[src/rtl/filt_fir_mc_pkg.sv]
// Shared definitions for the multi-channel serial-MAC FIR filter:
// derived-size helpers and the sequencer state encoding.

`define FILT_CEIL_DIV(a, b) (((a) + (b) - 32'sd1) / (b))

package filt_fir_mc_pkg;

    typedef enum logic [1:0] {
        ST_IDLE = 2'd0,
        ST_MAC  = 2'd1,
        ST_OUT  = 2'd2
    } fir_state_e;

    // Stored coefficients: folded half (rounded up) when symmetric, else all taps.
    function automatic int f_ncoeff(input int len, input int symm);
        if (symm != 32'sd0) begin
            return `FILT_CEIL_DIV(len, 32'sd2);
        end else begin
            return len;
        end
    endfunction

    // Index width that never collapses to zero bits.
    function automatic int f_idx_width(input int n);
        int w;
        w = $clog2(n);
        return (w < 32'sd1) ? 32'sd1 : w;
    endfunction

    // Accumulator width: pre-add growth plus growth over all taps.
    function automatic int f_acc_width(input int inp_w, input int coeff_w,
                                       input int len, input int symm);
        return inp_w + ((symm != 32'sd0) ? 32'sd1 : 32'sd0) + coeff_w + $clog2(len);
    endfunction

endpackage

[src/rtl/filt_rnd_sat.sv]
// Combinational round-half-up, arithmetic right shift and saturation of a
// signed value to a narrower signed output. Reusable by other filters.

module filt_rnd_sat #(
    parameter int gp_in_width  = 24,
    parameter int gp_shift     = 8,
    parameter int gp_out_width = 16
) (
    input  logic signed [gp_in_width-1:0]  i_data,
    output logic signed [gp_out_width-1:0] o_data
);

    localparam int c_sum_w   = gp_in_width + 1;
    localparam int c_cmp_w   = ((c_sum_w > gp_out_width) ? c_sum_w : gp_out_width) + 1;
    localparam int c_rnd_pos = (gp_shift > 0) ? (gp_shift - 1) : 0;

    localparam logic [c_sum_w-1:0] c_sum_one = {{(c_sum_w-1){1'b0}}, 1'b1};
    localparam logic [c_sum_w-1:0] c_half    = (gp_shift > 0) ? (c_sum_one << c_rnd_pos)
                                                              : {c_sum_w{1'b0}};
    localparam logic [c_cmp_w-1:0] c_cmp_one = {{(c_cmp_w-1){1'b0}}, 1'b1};
    localparam logic signed [c_cmp_w-1:0] c_max = (c_cmp_one << (gp_out_width-1)) - c_cmp_one;
    localparam logic signed [c_cmp_w-1:0] c_min = {c_cmp_w{1'b0}} - (c_cmp_one << (gp_out_width-1));

    logic signed [c_sum_w-1:0] sum_s;
    logic signed [c_sum_w-1:0] shr_s;
    logic signed [c_cmp_w-1:0] ext_s;

    // Round (extra headroom bit prevents overflow), shift, then clamp.
    always_comb begin
        sum_s = {i_data[gp_in_width-1], i_data} + c_half;
        shr_s = sum_s >>> gp_shift;
        ext_s = c_cmp_w'(shr_s);
        if (ext_s > c_max) begin
            o_data = c_max[gp_out_width-1:0];
        end else if (ext_s < c_min) begin
            o_data = c_min[gp_out_width-1:0];
        end else begin
            o_data = ext_s[gp_out_width-1:0];
        end
    end

endmodule

[src/rtl/filt_fir_mc.sv]
// Multi-channel time-multiplexed FIR: one sample at a time is filtered with a
// single serial MAC over the stored coefficients (optionally symmetric with
// pre-add folding), then rounded/saturated and presented with o_valid.

module filt_fir_mc
    import filt_fir_mc_pkg::*;
#(
    parameter int gp_inp_width    = 8,
    parameter int gp_coeff_width  = 8,
    parameter int gp_coeff_length = 17,
    parameter int gp_nchan        = 2,
    parameter int gp_symm         = 1,
    parameter int gp_oup_shift    = 8,
    parameter int gp_oup_width    = 16,
    localparam int c_ncoeff    = f_ncoeff(gp_coeff_length, gp_symm),
    localparam int c_chan_w    = f_idx_width(gp_nchan),
    localparam int c_addr_w    = f_idx_width(c_ncoeff)
) (
    input  logic                             i_clk,
    input  logic                             i_rst_an,
    input  logic                             i_ena,
    input  logic                             i_valid,
    output logic                             o_ready,
    input  logic [c_chan_w-1:0]              i_chan,
    input  logic signed [gp_inp_width-1:0]   i_data,
    input  logic                             i_coeff_we,
    input  logic [c_addr_w-1:0]              i_coeff_addr,
    input  logic signed [gp_coeff_width-1:0] i_coeff_data,
    output logic                             o_coeff_err,
    output logic                             o_valid,
    output logic [c_chan_w-1:0]              o_chan,
    output logic signed [gp_oup_width-1:0]   o_data
);

    localparam int c_acc_width = f_acc_width(gp_inp_width, gp_coeff_width, gp_coeff_length, gp_symm);
    localparam int c_ptr_w     = $clog2(gp_coeff_length);
    localparam int c_pre_w     = gp_inp_width + 1;
    localparam int c_prod_w    = c_pre_w + gp_coeff_width;
    localparam bit c_has_centre = (gp_symm != 0) && ((gp_coeff_length % 2) == 1);

    localparam logic [c_ptr_w:0]    c_len_x  = (c_ptr_w+1)'(gp_coeff_length);
    localparam logic [c_ptr_w-1:0]  c_ptr_lst = c_ptr_w'(gp_coeff_length - 1);
    localparam logic [c_ptr_w-1:0]  c_ptr_one = {{(c_ptr_w-1){1'b0}}, 1'b1};
    localparam logic [c_addr_w-1:0] c_k_last = c_addr_w'(c_ncoeff - 1);
    localparam logic [c_addr_w-1:0] c_k_one  = {{(c_addr_w-1){1'b0}}, 1'b1};

    logic signed [gp_coeff_width-1:0] coeff_r [c_ncoeff];
    logic signed [gp_inp_width-1:0]   dline_r [gp_nchan][gp_coeff_length];
    logic [c_ptr_w-1:0]               wptr_r  [gp_nchan];

    fir_state_e                state_r;
    logic [c_chan_w-1:0]       chan_r;
    logic [c_ptr_w-1:0]        base_r;
    logic [c_addr_w-1:0]       k_r;
    logic signed [c_acc_width-1:0] acc_r;

    logic                      accept_s;
    logic                      chan_ok_s;
    logic                      coeff_ok_s;
    logic [c_ptr_w:0]          sum_a_s;
    logic [c_ptr_w:0]          sum_b_s;
    logic [c_ptr_w-1:0]        idx_a_s;
    logic [c_ptr_w-1:0]        idx_b_s;
    logic signed [gp_inp_width-1:0] x_a_s;
    logic signed [gp_inp_width-1:0] x_b_s;
    logic signed [c_pre_w-1:0]  pre_s;
    logic signed [c_prod_w-1:0] prod_s;
    logic signed [c_acc_width-1:0] acc_nxt_s;
    logic signed [gp_oup_width-1:0] rs_s;

    // Handshake and write-legality decode.
    always_comb begin
        accept_s   = i_ena & i_valid & o_ready;
        chan_ok_s  = ({1'b0, i_chan} < (c_chan_w+1)'(gp_nchan));
        coeff_ok_s = (state_r == ST_IDLE) && ({1'b0, i_coeff_addr} < (c_addr_w+1)'(c_ncoeff));
    end

    // Tap fetch: newest-minus-k and its mirror partner, pre-add, multiply, accumulate.
    always_comb begin
        sum_a_s = {1'b0, base_r} + c_len_x - (c_ptr_w+1)'(k_r);
        sum_b_s = {1'b0, base_r} + (c_ptr_w+1)'(c_ptr_one) + (c_ptr_w+1)'(k_r);
        if (sum_a_s >= c_len_x) begin
            idx_a_s = c_ptr_w'(sum_a_s - c_len_x);
        end else begin
            idx_a_s = c_ptr_w'(sum_a_s);
        end
        if (sum_b_s >= c_len_x) begin
            idx_b_s = c_ptr_w'(sum_b_s - c_len_x);
        end else begin
            idx_b_s = c_ptr_w'(sum_b_s);
        end
        x_a_s = dline_r[chan_r][idx_a_s];
        x_b_s = dline_r[chan_r][idx_b_s];
        // The centre tap of an odd symmetric filter has no mirror partner.
        if ((gp_symm != 0) && !(c_has_centre && (k_r == c_k_last))) begin
            pre_s = {x_a_s[gp_inp_width-1], x_a_s} + {x_b_s[gp_inp_width-1], x_b_s};
        end else begin
            pre_s = {x_a_s[gp_inp_width-1], x_a_s};
        end
        prod_s = pre_s * coeff_r[k_r];
        if (k_r == {c_addr_w{1'b0}}) begin
            acc_nxt_s = c_acc_width'(prod_s);
        end else begin
            acc_nxt_s = acc_r + c_acc_width'(prod_s);
        end
    end

    filt_rnd_sat #(
        .gp_in_width  (c_acc_width),
        .gp_shift     (gp_oup_shift),
        .gp_out_width (gp_oup_width)
    ) u_rnd_sat (
        .i_data (acc_r),
        .o_data (rs_s)
    );

    // Per-channel circular delay lines and write pointers.
    always_ff @(posedge i_clk or negedge i_rst_an) begin
        if (!i_rst_an) begin
            for (int c = 32'sd0; c < gp_nchan; c++) begin
                wptr_r[c] <= '0;
                for (int t = 32'sd0; t < gp_coeff_length; t++) begin
                    dline_r[c][t] <= '0;
                end
            end
        end else if (accept_s && chan_ok_s) begin
            dline_r[i_chan][wptr_r[i_chan]] <= i_data;
            wptr_r[i_chan] <= (wptr_r[i_chan] == c_ptr_lst) ? '0 : (wptr_r[i_chan] + c_ptr_one);
        end
    end

    // Coefficient bank: writes only while idle and in range, otherwise flag an error.
    always_ff @(posedge i_clk or negedge i_rst_an) begin
        if (!i_rst_an) begin
            for (int i = 32'sd0; i < c_ncoeff; i++) begin
                coeff_r[i] <= '0;
            end
            o_coeff_err <= 1'b0;
        end else if (i_ena) begin
            if (i_coeff_we && coeff_ok_s) begin
                coeff_r[i_coeff_addr] <= i_coeff_data;
                o_coeff_err <= 1'b0;
            end else begin
                o_coeff_err <= i_coeff_we;
            end
        end
    end

    // Sequencer: IDLE -> MAC (one tap per cycle) -> OUT, with registered outputs.
    always_ff @(posedge i_clk or negedge i_rst_an) begin
        if (!i_rst_an) begin
            state_r <= ST_IDLE;
            chan_r  <= '0;
            base_r  <= '0;
            k_r     <= '0;
            acc_r   <= '0;
            o_ready <= 1'b1;
            o_valid <= 1'b0;
            o_chan  <= '0;
            o_data  <= '0;
        end else if (i_ena) begin
            case (state_r)
                ST_IDLE: begin
                    o_valid <= 1'b0;
                    if (accept_s && chan_ok_s) begin
                        state_r <= ST_MAC;
                        chan_r  <= i_chan;
                        base_r  <= wptr_r[i_chan];
                        k_r     <= '0;
                        o_ready <= 1'b0;
                    end
                end
                ST_MAC: begin
                    o_valid <= 1'b0;
                    acc_r   <= acc_nxt_s;
                    if (k_r == c_k_last) begin
                        state_r <= ST_OUT;
                    end else begin
                        k_r <= k_r + c_k_one;
                    end
                end
                ST_OUT: begin
                    o_data  <= rs_s;
                    o_chan  <= chan_r;
                    o_valid <= 1'b1;
                    o_ready <= 1'b1;
                    state_r <= ST_IDLE;
                end
                default: begin
                    state_r <= ST_IDLE;
                    o_ready <= 1'b1;
                    o_valid <= 1'b0;
                end
            endcase
        end
    end

endmodule

[config.mk]
export PLATFORM = sky130hd
export DESIGN_NAME = filt_fir_mc
export DESIGN_NICKNAME = d
export VERILOG_FILES = /design/src/rtl/filt_fir_mc_pkg.sv /design/src/rtl/filt_rnd_sat.sv /design/src/rtl/filt_fir_mc.sv
export SDC_FILE = /design/constraint.sdc
export NUM_CORES = 1
export LEC_CHECK = 0
export BUFFER_PORTS_ARGS = -buffer_cell sky130_fd_sc_hd__clkbuf_2
export CAP_MARGIN = 20
export CORE_ASPECT_RATIO = 0.9
export CORE_UTILIZATION = 55
export DETAILED_ROUTE_END_ITERATION = 10
export MAX_ROUTING_LAYER = met4
export PLACE_DENSITY = 0.71
export SLEW_MARGIN = 15
export SYNTH_ARGS = -nofsm -noshare
export SYNTH_HDL_FRONTEND = slang
export SYNTH_SLANG_ARGS = --single-unit
[constraint.sdc]
create_clock -name i_clk -period 16.25 [get_ports i_clk]
set_input_delay 1.625 -clock i_clk [delete_from_list [all_inputs] [get_ports i_clk]]
set_output_delay 1.625 -clock i_clk [all_outputs]
set_load 0.01 [all_outputs]
# Word level (Yosys, flattened, before mapping)
# Cells that the tools add are included.
dict set report word_totals {
  in_bits 26
  output_inout_bits 20
  elab_cells 157
  reg_bits 408
}
dict set report op_classes {
  n_mux 43
  n_lt_le_gt_ge 15
  bitwise_logic 10
  addsub 11
  n_reduce_logical 15
  n_eq_ne 7
  n_mul 1
}
# operator n
set ops {}
lappend ops {{$mux 136} 4}
lappend ops {{$bwmux 272} 1}
lappend ops {{$demux 136 s1} 1}
lappend ops {{$bmux 8 s5} 2}
lappend ops {{$bwmux 72} 1}
lappend ops {{$mux 8} 8}
lappend ops {{$demux 8 s5} 1}
lappend ops {{$mux 5} 7}
lappend ops {{$bmux 8 s4} 1}
lappend ops {{$demux 8 s4} 1}
lappend ops {{$mux 16} 2}
lappend ops {{$add 22x9->23 const B} 1}
lappend ops {{$add 22x17->22} 1}
lappend ops {{$mux 22} 1}
lappend ops {{$ge 6x6->1 const B} 3}
lappend ops {{$not 5->6} 3}
lappend ops {{$mul 9x8->17} 1}
lappend ops {{$gt 15x16->1 const B} 1}
lappend ops {{$lt 15x16->1 const B} 1}
lappend ops {{$ge 6x5->1 const B} 2}
lappend ops {{$bwmux 10} 1}
lappend ops {{$ge 5x5->1 const B} 2}
lappend ops {{$not 4->5} 2}
lappend ops {{$sub 5x5->5 const B} 2}
lappend ops {{other kinds (35)} 52}

# Longest topological paths before layout
dict set report depth {
  ltp_word 13
  ltp_mapped 55
  ltp_nobuf 54
}

# By module
# A second synthesis with hierarchy kept.
dict set report hier_totals {
  cells_unflattened 2161
  area_unflattened_um2 25829.8
}
# module area_each_um2 cells_each instances seq_area_each_um2
set by_module_without_submodules {}
lappend by_module_without_submodules {filt_fir_mc 25515.7 2122 1 10211.0}
lappend by_module_without_submodules {filt_rnd_sat 314.1 39 1 0.0}

# Worst setup path after synthesis
# Ideal clock, no wire load.
dict set report synth_path {
  path_type {register to register}
  start {reg k_r[0]}
  end {reg acc_r[21]}
  setup_slack_ps 4344
  n_path_buf 4
  setup_ps 65
  synth_period_minus_slack_ps 11906
  t_required_ps 16185
  arrival_ps 11841
  path_stages_with_launch 54
  path_cell_list {dfrtp_1 > clkbuf_1 > inv_1 > ha_1 > fa_1 > ha_1 > nand2_1 > or3_1 > a21oi_1 > a31oi_4 > mux2i_1 > buf_4 > buf_4 > buf_1 > mux4_2 > o221a_1 > a22o_1 > ha_1 > (+18 left out) > a21oi_1 > nor2b_1 > o211ai_1 > nand2_1 > a41oi_1 > a21oi_1 > xnor2_1 > xnor3_2 > ha_1 > nor2_1 > a21oi_1 > a31o_2 > a21oi_1 > o21ai_0 > nor2_1 > mux2_4 > a21oi_1 > o22a_1}
}
dict set report synth_between {
  elab_chain_len 12
  word_cells_on_any_way 27
  classes_between {add/sub (6); mul (1); order compare (2); eq/ne (1); mux (13); bitwise (3); reduce/logical (1)}
}
# element line_no
set synth_rtl {}
lappend synth_rtl {{from (decl)} filt_fir_mc.sv:54} ;# logic [c_addr_w-1:0] k_r;
lappend synth_rtl {{from (signal assigned)} filt_fir_mc.sv:179} ;# k_r <= k_r + c_k_one;
lappend synth_rtl {{$sub 6x4->6 or $add 6x4->6 (tied branches)} {filt_fir_mc.sv:80, filt_fir_mc.sv:81}}
lappend synth_rtl {{$sub 5x5->5 (tied with other cells)} filt_fir_mc.sv:83} ;# idx_a_s = c_ptr_w'(sum_a_s - c_len_x);
lappend synth_rtl {{$mux 5, on equally long branches} {filt_fir_mc.sv:82, filt_fir_mc.sv:87}}
lappend synth_rtl {{$not 5->6, on equally long branches} {filt_fir_mc.sv:92, filt_fir_mc.sv:93}}
lappend synth_rtl {{$bmux 8 s5, on equally long branches} {filt_fir_mc.sv:92, filt_fir_mc.sv:93}}
lappend synth_rtl {{$mux 8, on equally long branches (2 in series)} {filt_fir_mc.sv:92, filt_fir_mc.sv:93}}
lappend synth_rtl {{$add 8x8->9} filt_fir_mc.sv:96} ;# pre_s = {x_a_s[gp_inp_width-1], x_a_s} + {x_b_s[gp_inp_width-1], x_b_s};
lappend synth_rtl {{$mux 9} filt_fir_mc.sv:95} ;# if ((gp_symm != 0) && !(c_has_centre && (k_r == c_k_last))) begin
lappend synth_rtl {{$mul 9x8->17} filt_fir_mc.sv:100} ;# prod_s = pre_s * coeff_r[k_r];
lappend synth_rtl {{$add 22x17->22} filt_fir_mc.sv:104} ;# acc_nxt_s = acc_r + c_acc_width'(prod_s);
lappend synth_rtl {{$mux 22 (*)} filt_fir_mc.sv:101} ;# if (k_r == {c_addr_w{1'b0}}) begin
lappend synth_rtl {{to (signal assigned)} filt_fir_mc.sv:175} ;# acc_r <= acc_nxt_s;
lappend synth_rtl {{to (decl)} filt_fir_mc.sv:55} ;# logic signed [c_acc_width-1:0] acc_r;
# Every way passes the cells marked *; elsewhere a longest branch is shown, timed or not. The select of a mux whose other input is x is not followed.
# A chain may end at the register's enable or synchronous reset.

# Worst setup path after layout
dict set report layout_path {
  start {reg k_r[2]}
  end {reg acc_r[21]}
}
# The elaborated chain is that of the path after synthesis.

==> impl_metrics.json <==
{
  "status": "completed",
  "drive_gt1_share_pct": 29.1,
  "fmax_mhz": 74.0,
  "path_common_cell": "a21oi_1",
  "synth-edff-count": 0,
  "utilization_pct": 60.8,
  "arrival_ns": 14.04,
  "hold_viol_final": 0,
  "critPathCaptureType": "flip-flop",
  "drcViolationCount": 0,
  "cts_root_buf": "clkbuf_16",
  "cts_buffers": 45,
  "rows": 75,
  "grt_pass1_vias": 18100,
  "timing.max_cap.violations": 0,
  "tightest_slew_ns": 1.16,
  "start_kind": "flip-flop",
  "yosysUniqueCellTypes": 74,
  "die_w_um": 232,
  "yosysSeqAreaShare_pct": 39.1,
  "slowest_stage": "dfrtp_1",
  "fillers": 3679,
  "htree_levels": 2,
  "clock-sinks": 408,
  "fin_crit_ns": 13.52,
  "post_cts_resized": 0,
  "grt_util_all_layers_pct": 28.6,
  "cts_setup_buffers": 0,
  "synth_area_per_cell_um2": 12.0,
  "fin_tns_setup_ns": 0,
  "wl_um": 65100,
  "finalMaxSlewViolations": 0,
  "die-area_um2": 48300,
  "diodes": 0,
  "worst_setup_hold_path_clk_slew_ns": 0.06,
  "clockBufferDepth": 3,
  "critPathKind": "reg2reg",
  "slew_headroom_pct": 22.2,
  "vias": 17800,
  "tritoncts": "built",
  "clock_latency_ns": 0.59,
  "place_hpwl_um": 44700,
  "start_util_pct": 55.9,
  "multi_input_area_um2": 15100,
  "final_cells": 2852,
  "io-pin-count": 46,
  "rsz0062_at_grt": "false",
  "core-area_um2": 46700,
  "globalplace.congestion": 0.954,
  "async_flop_share_pct": 100,
  "ant_nets": 0,
  "syn_nets": 2360,
  "finClkSkew_ns": 0.0225,
  "syn_area_um2": 26100,
  "synth_ff_type": "dfrtp_1",
  "critPathMaxFanout": 36,
  "area_growth_syn_to_layout_pct": 8.93,
  "grt_max_degree": 180,
  "finalSetupViolations": 0,
  "ys_warn_count": 0,
  "grt_pass1_wl_um": 104000,
  "finalCritPeriodShare_pct": 83.2,
  "grt-ovfl-total": 0,
  "antenna_found_initial": 0,
  "dp_cells": 2768,
  "worst_hold_slack_ns": 0.470,
  "syn_inst": 2183,
  "chipHeight_um": 209,
  "slowest_delay_ns": 0.72,
  "vias_per_cell": 6.25,
  "drt-initial-drc-count": 1554,
  "nNetsFinal": 2378,
  "postCtsHoldBufs": 0,
  "wl_per_cell_um": 22.8,
  "drtPass1Iterations": 5,
  "placement.io_buffers": 45,
  "register_area_um2": 10200,
  "holdCritPathClass": "reg2reg",
  "synth_seq_cells": 408,
  "cp.required_ns": 16.77
}
==> worst max-delay path: cells and delay by family, from the launching register on <==
family | cells | cell delay (ns)
mux | 4 | 1.21
fa+ha+maj | 8 | 3.45
buf+inv | 7 | 1.63
compound gates | 21 | 4.42
flops | 1 | 0.72
simple gates | 7 | 0.78
xor+xnor | 4 | 1.17
==> layout make-up <==
| cell class | count | area share [%] |
|---|---|---|
| inverters | 118 | 1.56 |
| well taps | 616 | 2.71 |
| clock inverters | 13 | 0.374 |
| flip-flops and latches | 408 | 35.9 |
| clock buffers | 69 | 4.84 |
| repair buffers | 69 | 1.57 |
| multi-input cells | 1559 | 53.0 |
==> synthesized netlist by cell type, types with 3 or more instances <==
| master | instances | share of area (%) |
|---|---|---|
| o21bai_1 | 11 | 0.32 |
| nor3b_1 | 3 | 0.086 |
| a21oi_1 | 75 | 1.4 |
| nand4_1 | 8 | 0.19 |
| clkbuf_1 | 63 | 0.91 |
| buf_4 | 8 | 0.23 |
| a211oi_1 | 23 | 0.66 |
| o22ai_1 | 4 | 0.096 |
| or2_2 | 12 | 0.29 |
| nand2b_1 | 9 | 0.22 |
| mux4_2 | 118 | 10 |
| o21a_1 | 5 | 0.14 |
| o21ai_1 | 11 | 0.21 |
| fa_1 | 63 | 4.8 |
| a22o_1 | 16 | 0.54 |
| a211o_1 | 3 | 0.10 |
| and3_1 | 6 | 0.14 |
| buf_1 | 9 | 0.13 |
| ha_1 | 88 | 4.2 |
| o221a_1 | 6 | 0.26 |
| inv_1 | 116 | 1.7 |
| or3_1 | 4 | 0.096 |
| mux2i_1 | 143 | 5.5 |
| xnor2_1 | 45 | 1.5 |
| o211ai_1 | 4 | 0.12 |
| xor2_1 | 23 | 0.77 |
| nand2_1 | 145 | 2.1 |
| buf_2 | 18 | 0.35 |
| a22oi_1 | 6 | 0.17 |
| nor2b_1 | 18 | 0.43 |
| a31oi_1 | 5 | 0.12 |
| nor2_1 | 147 | 2.1 |
| a21o_1 | 26 | 0.75 |
| o31ai_1 | 4 | 0.12 |
| mux2_2 | 356 | 15 |
| o21ai_0 | 71 | 1.4 |
| dfrtp_1 | 407 | 39 |
| xnor2_2 | 3 | 0.19 |
| a222oi_1 | 7 | 0.27 |
| nand3b_1 | 6 | 0.17 |
| and4_1 | 3 | 0.10 |
| nor3_1 | 15 | 0.29 |
| and2_1 | 14 | 0.34 |
| nand3_1 | 21 | 0.40 |
==> per-stage QoR <==
step	setup WS, ns	cell area, um^2
global route	1.83	28400
detailed placement	2.83	26900
global placement	3.20	26900
CTS	2.79	28400
finish	2.73	28400
floorplan	4.34	26100
==> path summary, 6_finish.rpt <==
path | end | cells after the start | startpoint | slack, ns
max in group asynchronous | o_ready | 4 | i_rst_an | 13.11
worst max register to register | acc_r[21] | 51 | k_r[2] | 2.73
worst min register to register | o_chan | 2 | o_chan | 0.47
worst max-delay path | acc_r[21] | 51 | k_r[2] | 2.73
worst min-delay path | o_chan | 2 | o_chan | 0.47
min in group asynchronous | dline_r[11] | 1 | i_rst_an | 1.05
==> cells by family (layout without fill, tap and decap cells) <==
| family | after synthesis | after routing | share of synthesized area [%] |
|---|---|---|---|
| fa+ha+maj | 151 | 151 | 9.05 |
| flops | 408 | 408 | 39.1 |
| mux | 620 | 620 | 31.2 |
| compound gates | 301 | 301 | 7.70 |
| simple gates | 415 | 415 | 7.09 |
| xor+xnor | 72 | 72 | 2.56 |
| buf+inv | 216 | 269 | 3.31 |
==> cell usage in the layout, fill, tap and decap left out, types with 15 or more instances in the layout <==
| master | count |
|---|---|
| dfrtp_1 | 406 |
| xor2_1 | 23 |
| nor2b_1 | 18 |
| buf_4 | 21 |
| clkbuf_16 | 45 |
| o21ai_0 | 71 |
| nand2_1 | 145 |
| clkbuf_2 | 44 |
| inv_1 | 116 |
| a21oi_1 | 75 |
| nand3_1 | 21 |
| a22o_1 | 16 |
| nor2_1 | 147 |
| mux2i_1 | 142 |
| ha_1 | 88 |
| xnor2_1 | 44 |
| mux2_2 | 356 |
| mux4_2 | 118 |
| fa_1 | 63 |
| nor3_1 | 15 |
| clkbuf_8 | 16 |
| a21o_1 | 26 |
| a211oi_1 | 23 |
==> state kept, by name (all words and copies together), names as in the netlist <==
register	count
state_r	2
acc_r	22
o_chan	1
chan_r	1
base_r	5
dline_r	272
o_coeff_err	1
o_valid	1
k_r	4
coeff_r	72
o_ready	1
wptr_r	10
o_data	16
==> metal layers <==
layer	vias up	share of wire, %	GRT usage [%]
li1	7971	-	-
met1	9132	45	40.8
met2	591	45	42.0
met3	122	7.1	4.90
met4	0	2.5	8.55
met5	-	0	-
Power is left out: the tool's default activity adds up to more than one toggle a clock period on the data nets, which glitch-free logic cannot reach.
